<file path="src/rtl/mem_arbiter_if.sv">
// Requester, memory and status signals of the unified memory arbiter.
// master: the arbiter itself. slave: the pipeline/memory side facing it.
interface mem_arbiter_if #(
  parameter int ADDR_W = 64,
  parameter int DATA_W = 64
);
  logic              iren;
  logic [ADDR_W-1:0] iaddr;
  logic [DATA_W-1:0] iload;
  logic              ihit;
  logic              dren;
  logic              dwen;
  logic [ADDR_W-1:0] daddr;
  logic [DATA_W-1:0] dstore;
  logic [DATA_W-1:0] dload;
  logic              dhit;
  logic              flush;
  logic              mem_ren;
  logic              mem_wen;
  logic [ADDR_W-1:0] mem_addr;
  logic [DATA_W-1:0] mem_wdata;
  logic [DATA_W-1:0] mem_rdata;
  logic              mem_ready;
  logic              busy;
  logic              timeout_err;

  modport master (
    input  iren, iaddr, dren, dwen, daddr, dstore, flush, mem_rdata, mem_ready,
    output iload, ihit, dload, dhit, mem_ren, mem_wen, mem_addr, mem_wdata,
           busy, timeout_err
  );

  modport slave (
    output iren, iaddr, dren, dwen, daddr, dstore, flush, mem_rdata, mem_ready,
    input  iload, ihit, dload, dhit, mem_ren, mem_wen, mem_addr, mem_wdata,
           busy, timeout_err
  );
endinterface

</file>
<file path="src/rtl/mem_arbiter.sv">
// Shares one memory port between instruction fetch and data access.
// Data wins contention unless it won last time; strobes come only from
// latched state, hits are combinational with mem_ready.
module mem_arbiter #(
  parameter int ADDR_W  = 64,
  parameter int DATA_W  = 64,
  parameter int TIMEOUT = 256
) (
  input  logic          CLK,
  input  logic          nRST,
  mem_arbiter_if.master bus
);

  // TIMEOUT=0 disables the abort but still needs a legal counter width
  localparam int CNT_W = (TIMEOUT > 0) ? $clog2(TIMEOUT + 1) : 1;
  localparam int LIM   = (TIMEOUT > 0) ? TIMEOUT - 1 : 0;
  localparam logic [CNT_W-1:0] CNT_LIM = LIM[CNT_W-1:0];

  typedef enum logic [1:0] {IDLE, IACC, DACC} state_e;

  state_e            state_q, state_d;
  logic              last_d_q, last_d_d;   // 1: last grant went to data
  logic              kill_q, kill_d;       // in-flight fetch was flushed
  logic [CNT_W-1:0]  cnt_q, cnt_d;
  logic [ADDR_W-1:0] addr_q, addr_d;
  logic [DATA_W-1:0] wdata_q, wdata_d;
  logic              wr_q, wr_d;

  logic              ihit, dhit, terr;
  logic [DATA_W-1:0] iload, dload;

  // State and latched access registers; reset abandons any access at once
  always_ff @(posedge CLK or negedge nRST) begin
    if (!nRST) begin
      state_q  <= IDLE;
      last_d_q <= 1'b0;
      kill_q   <= 1'b0;
      cnt_q    <= '0;
      addr_q   <= '0;
      wdata_q  <= '0;
      wr_q     <= 1'b0;
    end else begin
      state_q  <= state_d;
      last_d_q <= last_d_d;
      kill_q   <= kill_d;
      cnt_q    <= cnt_d;
      addr_q   <= addr_d;
      wdata_q  <= wdata_d;
      wr_q     <= wr_d;
    end
  end

  // Arbitration, completion, flush-kill and timeout
  always_comb begin
    state_d  = state_q;
    last_d_d = last_d_q;
    kill_d   = kill_q;
    cnt_d    = cnt_q;
    addr_d   = addr_q;
    wdata_d  = wdata_q;
    wr_d     = wr_q;
    ihit     = 1'b0;
    dhit     = 1'b0;
    terr     = 1'b0;
    iload    = '0;
    dload    = '0;

    case (state_q)
      IDLE: begin
        // data wins contention unless it was served last
        if ((bus.dren | bus.dwen) && (!bus.iren || !last_d_q)) begin
          state_d  = DACC;
          addr_d   = bus.daddr;
          wdata_d  = bus.dstore;
          wr_d     = bus.dwen;
          last_d_d = 1'b1;
          cnt_d    = '0;
          kill_d   = 1'b0;
        end else if (bus.iren) begin
          state_d  = IACC;
          addr_d   = bus.iaddr;
          wdata_d  = '0;
          wr_d     = 1'b0;
          last_d_d = 1'b0;
          cnt_d    = '0;
          kill_d   = 1'b0;
        end
      end
      IACC: begin
        // memory cannot cancel, so a flush only suppresses the hit
        if (bus.flush) kill_d = 1'b1;
        if (bus.mem_ready) begin
          ihit    = !kill_q && !bus.flush;
          iload   = ihit ? bus.mem_rdata : '0;
          state_d = IDLE;
        end
      end
      DACC: begin
        if (bus.mem_ready) begin
          dhit    = 1'b1;
          dload   = wr_q ? '0 : bus.mem_rdata;
          state_d = IDLE;
        end
      end
      default: state_d = IDLE;
    endcase

    // ready on the limit cycle counts as completion, not timeout
    if (state_q != IDLE && !bus.mem_ready) begin
      if (TIMEOUT > 0 && cnt_q == CNT_LIM) begin
        state_d = IDLE;
        terr    = 1'b1;
      end else if (cnt_q != '1) begin
        cnt_d = cnt_q + 1'b1;
      end
    end
  end

  assign bus.mem_ren     = (state_q == IACC) || (state_q == DACC && !wr_q);
  assign bus.mem_wen     = (state_q == DACC) && wr_q;
  assign bus.mem_addr    = addr_q;
  assign bus.mem_wdata   = wdata_q;
  assign bus.busy        = (state_q != IDLE);
  assign bus.timeout_err = terr;
  assign bus.ihit        = ihit;
  assign bus.iload       = iload;
  assign bus.dhit        = dhit;
  assign bus.dload       = dload;

endmodule
</file>
<file path="src/flat_wrapper.sv">
// flat-port wrapper written by rule: the top's interface ports become plain ports
module mem_arbiter_flat 
#(
  parameter int ADDR_W  = 64,
  parameter int DATA_W  = 64,
  parameter int TIMEOUT = 256
)
  (CLK, nRST, bus_iren, bus_iaddr, bus_dren, bus_dwen, bus_daddr, bus_dstore, bus_flush, bus_mem_rdata, bus_mem_ready, bus_iload, bus_ihit, bus_dload, bus_dhit, bus_mem_ren, bus_mem_wen, bus_mem_addr, bus_mem_wdata, bus_busy, bus_timeout_err);
  mem_arbiter_if #(.ADDR_W(ADDR_W), .DATA_W(DATA_W)) bus_i ();
  input  logic CLK;
  input  logic nRST;
  input wire logic [$bits(bus_i.iren)-1:0] bus_iren;
  input wire logic [$bits(bus_i.iaddr)-1:0] bus_iaddr;
  input wire logic [$bits(bus_i.dren)-1:0] bus_dren;
  input wire logic [$bits(bus_i.dwen)-1:0] bus_dwen;
  input wire logic [$bits(bus_i.daddr)-1:0] bus_daddr;
  input wire logic [$bits(bus_i.dstore)-1:0] bus_dstore;
  input wire logic [$bits(bus_i.flush)-1:0] bus_flush;
  input wire logic [$bits(bus_i.mem_rdata)-1:0] bus_mem_rdata;
  input wire logic [$bits(bus_i.mem_ready)-1:0] bus_mem_ready;
  output wire logic [$bits(bus_i.iload)-1:0] bus_iload;
  output wire logic [$bits(bus_i.ihit)-1:0] bus_ihit;
  output wire logic [$bits(bus_i.dload)-1:0] bus_dload;
  output wire logic [$bits(bus_i.dhit)-1:0] bus_dhit;
  output wire logic [$bits(bus_i.mem_ren)-1:0] bus_mem_ren;
  output wire logic [$bits(bus_i.mem_wen)-1:0] bus_mem_wen;
  output wire logic [$bits(bus_i.mem_addr)-1:0] bus_mem_addr;
  output wire logic [$bits(bus_i.mem_wdata)-1:0] bus_mem_wdata;
  output wire logic [$bits(bus_i.busy)-1:0] bus_busy;
  output wire logic [$bits(bus_i.timeout_err)-1:0] bus_timeout_err;
  assign bus_i.iren = bus_iren;
  assign bus_i.iaddr = bus_iaddr;
  assign bus_i.dren = bus_dren;
  assign bus_i.dwen = bus_dwen;
  assign bus_i.daddr = bus_daddr;
  assign bus_i.dstore = bus_dstore;
  assign bus_i.flush = bus_flush;
  assign bus_i.mem_rdata = bus_mem_rdata;
  assign bus_i.mem_ready = bus_mem_ready;
  assign bus_iload = bus_i.iload;
  assign bus_ihit = bus_i.ihit;
  assign bus_dload = bus_i.dload;
  assign bus_dhit = bus_i.dhit;
  assign bus_mem_ren = bus_i.mem_ren;
  assign bus_mem_wen = bus_i.mem_wen;
  assign bus_mem_addr = bus_i.mem_addr;
  assign bus_mem_wdata = bus_i.mem_wdata;
  assign bus_busy = bus_i.busy;
  assign bus_timeout_err = bus_i.timeout_err;
  mem_arbiter #(.ADDR_W(ADDR_W), .DATA_W(DATA_W), .TIMEOUT(TIMEOUT)) u_core (.CLK(CLK), .nRST(nRST), .bus(bus_i));
endmodule
</file>
<file path="config.mk">
export PLATFORM = sky130hd
export DESIGN_NAME = mem_arbiter_flat
export DESIGN_NICKNAME = d
export VERILOG_FILES = /design/src/rtl/mem_arbiter_if.sv /design/src/rtl/mem_arbiter.sv /design/src/flat_wrapper.sv
export SDC_FILE = /design/constraint.sdc
export NUM_CORES = 1
export LEC_CHECK = 0
export CAP_MARGIN = 10
export CORE_AREA = 2 2 203 205
export CTS_CLUSTER_SIZE = 40
export DETAILED_ROUTE_END_ITERATION = 6
export DIE_AREA = 0 0 205 207
export PLACE_DENSITY = 0.45
export SLEW_MARGIN = 20
export SYNTH_ARGS = -nofsm -noshare
export SYNTH_HDL_FRONTEND = slang
export SYNTH_SLANG_ARGS = --single-unit
</file>
<file path="constraint.sdc">
create_clock -name CLK -period 5 [get_ports CLK]
set_clock_uncertainty 0.1 [all_clocks]
set_input_delay 0.75 -clock CLK [delete_from_list [all_inputs] [get_ports CLK]]
set_output_delay 0.75 -clock CLK [all_outputs]
set_load 0.05 [all_outputs]
</file>
==> flow_summary_export.csv <==
group,metric,value,unit
run_status,outcome,"finished, final reports clean",
power,seq_power_share,23.8,%
grt,grtUsageTotal,15.3,%
routing,via_count,6774,
cts,post-cts-setup-buffers,0,
setup_path,timing.rr.start,"u_core.state_q[0]",
power,vdd.ir_drop.worst,0.000285,V
yosys,ys_warn_count,0,
finish,fillers,4179,
yosys,syn_inst,651,
sta,slew_viol_final,0,
cts,clock_path_buffers,2,
yosys,synth_edf_count,0,
sta,hold_viol,0,
finish,final_nets,1420,
grt,grt_pass1_vias,7256,
routing,wl_per_cell,19.5,microns
routing,drt_wl_total,33200,microns
routing,routed_via_density,3.98,
floorplanning,core-area,40400,sq um
sta,maxSlewHeadroom,47.0,%
floorplanning,die_area,42400,sq um
placement,hpwl,25900,microns
setup_path,cp-end-kind,"primary output",
yosys,synth_area,7000,sq um
finish,area_growth,88.4,%
floorplanning,die_w,205,microns
run,cap_violations,0,
cts,clk_pin_slew,0.07,ns
grt,grt_antenna_before_repair,7,
routing,drc,0,
setup_path,r2r_setup_slack,2.71,ns
sta,setup_violations,0,
setup_path,path_class,"in2out",
placement,io_buffers,524,
worst_hold_path,holdCritPathClass,"in2async",
setup_path,path_max_fanout,38,
yosys,synth_nets,919,
yosys,ys.flop_type,"dfrtp_1",
finish,layout-drive-gt1-share,4.38,%
yosys,syn_avg_cell_area,10.8,sq um
sta,worst_pin_slew,0.795,ns
power,p_leak,5.46,nW
cts,hold_buffers,0,
routing,drt-initial-drc-count,290,
routing,dr.pass1.iters,6,
grt,grt_pass1_wl,48000,microns
sta,min_period,4.11,ns
floorplanning,io-pin-count,525,
cts,clock-root-buffer,"clkbuf_16",
power,p_int,0.00397,W
power,p_switching,0.00411,W
sta,grt_setup_unrepaired,"no",
power,p_per_area,613,nW/um^2
yosys,synthArstFlopShare,100,%
setup_path,reg2reg_to,"u_core.bus.mem_wdata[19]",
setup_path,cp-start-kind,"input pin",
cts,htreeDepth,4,
yosys,ys_seq_area_share,50.8,%
power,switching_share,50.9,%
setup_path,cp.arrival,3.26,ns
yosys,ys_ff_latch,142,
floorplanning,fp.dieH,207,microns
floorplanning,start_util,17.3,%
sta,fmax,243,MHz
grt,grt_overflow,0,
floorplanning,placementRows,74,
power,power.share.clock,15.6,%
setup_path,reg2reg_depth,6,
cts,cts_buffers,17,
finish,multi_input_area,3040,sq um
setup_path,worstPathRequired,4.15,ns
yosys,ys_types,36,
cts,numClockSinks,142,
placement,pre_cts_ws,0.883,ns
finish,seqCellArea,3550,sq um
routing,detail-route-antenna-nets,0,
cts,insertion_delay,0.43,ns
sta,finalSetupTns,0,ns
power,combPwrFrac,60.6,%
cts,cts_resized,0,
grt,grt_max_degree,128,
sta,min_period_over_period,82.2,%
placement,gp_routability_congestion,0.833,
sta,worst_slack,0.889,ns
finish,post-route-util,32.7,%
cts,cts_tree,"done",
through the flow:
step	instances	hold slack, ns	total power (W)	area, sq um
6_report	1700	0.235	0.00808	13200
5_1_grt	1700	0.268	0.00852	13200
4_1_cts	1697	0.249	0.00822	13200
3_5_place_dp	1665	0.370	0.00690	12600
3_3_place_gp	1665	0.363	0.00689	12600
2_1_floorplan	651	0.354	0.00518	7000
sequential cells by signal (all words and copies together) (netlist names), named ones only:
signal	cells
u_core.bus.mem_wdata	64
u_core.kill_q	1
u_core.cnt_q	8
u_core.wr_q	1
u_core.last_d_q	1
u_core.bus.mem_addr	64
u_core.state_q	2
routing by layer:
layer / global-route usage, % / wire [microns]
met5: 0 / 0
met2: 27.4 / 16900
met3: 4.94 / 2880
met4: 4.59 / 553
met1: 17.0 / 12800
worst max path at each step:
stage                            startpoint              end
final                         bus_mem_ready    bus_iload[45]
after CTS                     bus_mem_ready    bus_iload[30]
after detailed placement      bus_mem_ready    bus_iload[30]
after floorplan           u_core.state_q[0]  bus_timeout_err
after global placement        bus_mem_ready    bus_iload[35]
after global routing          bus_mem_ready    bus_iload[29]
worst max-delay path: stages:
cell and delay, ns:
clkdlybuf4s50_1 0.57, and4bb_2 0.56, buf_4 0.37, and2_1 0.19, clkdlybuf4s50_1 0.80
cell type report:
| class | count | share of cell area [%] |
|---|---|---|
| Antenna cell | 3 | 0.0569 |
| Clock buffer | 17 | 3.23 |
| Clock inverter | 15 | 1.13 |
| Inverter | 7 | 0.199 |
| Multi-Input combinational cell | 452 | 23.0 |
| Sequential cell | 142 | 27.0 |
| Tap cell | 532 | 5.05 |
| Timing Repair Buffer | 532 | 40.4 |
cell families (layout without fill, tap and decap cells):
group,count (synthesis),after routing,share of synthesized area [%]
other cells,0,3,0
fa+ha+maj,5,5,0.894
flops,142,142,50.8
xor+xnor,1,1,0.125
simple gates,226,226,17.6
mux,66,66,9.44
compound gates,154,154,15.3
buf+inv,57,571,5.86
Yosys cell counts, types with 2 or more instances:
cell type	n	area, sq um
a21o_1	3	22.5
a21oi_1	3	15.0
a22o_1	65	569
a22oi_1	2	15.0
and2_1	131	820
and3_1	2	12.5
buf_12	7	140
buf_2	12	60.1
buf_4	6	45.0
buf_6	6	67.6
clkbuf_1	19	71.3
dfrtp_1	142	3550
ha_1	5	62.6
inv_1	7	26.3
mux2i_1	66	661
nand2_1	68	255
nand3_1	8	40.0
nand4_1	2	12.5
nor2_1	4	15.0
nor3_1	4	20.0
nor4_1	2	12.5
o211ai_1	3	22.5
o21ai_0	55	275
o21ai_1	17	85.1
cells in the final DEF, fill, tap and decap left out, types with 3 or more instances in the layout:
cell type and count:
clkdlybuf4s50_1 519, dfrtp_1 142, and2_1 131, nand2_1 68
mux2i_1 66, a22o_1 65, o21ai_0 55, o21ai_1 17
clkbuf_16 17, buf_4 10, nand3_1 8, inv_1 7
ha_1 5, nor2_1 4, nor3_1 4, inv_8 4
inv_6 4, diode_2 3, a21oi_1 3, a21o_1 3
o211ai_1 3, clkinvlp_4 3
power groups by stage:
stage	clock network [W]	logic, W	registers [W]
6_report	0.00126	0.00490	0.00192
5_1_grt	0.00137	0.00515	0.00200
4_1_cts	0.00132	0.00497	0.00193
3_5_place_dp	0	0.00495	0.00195
3_3_place_gp	0	0.00496	0.00193
2_1_floorplan	0	0.00160	0.00358
Note: power is estimated with default switching activity, not from simulation.
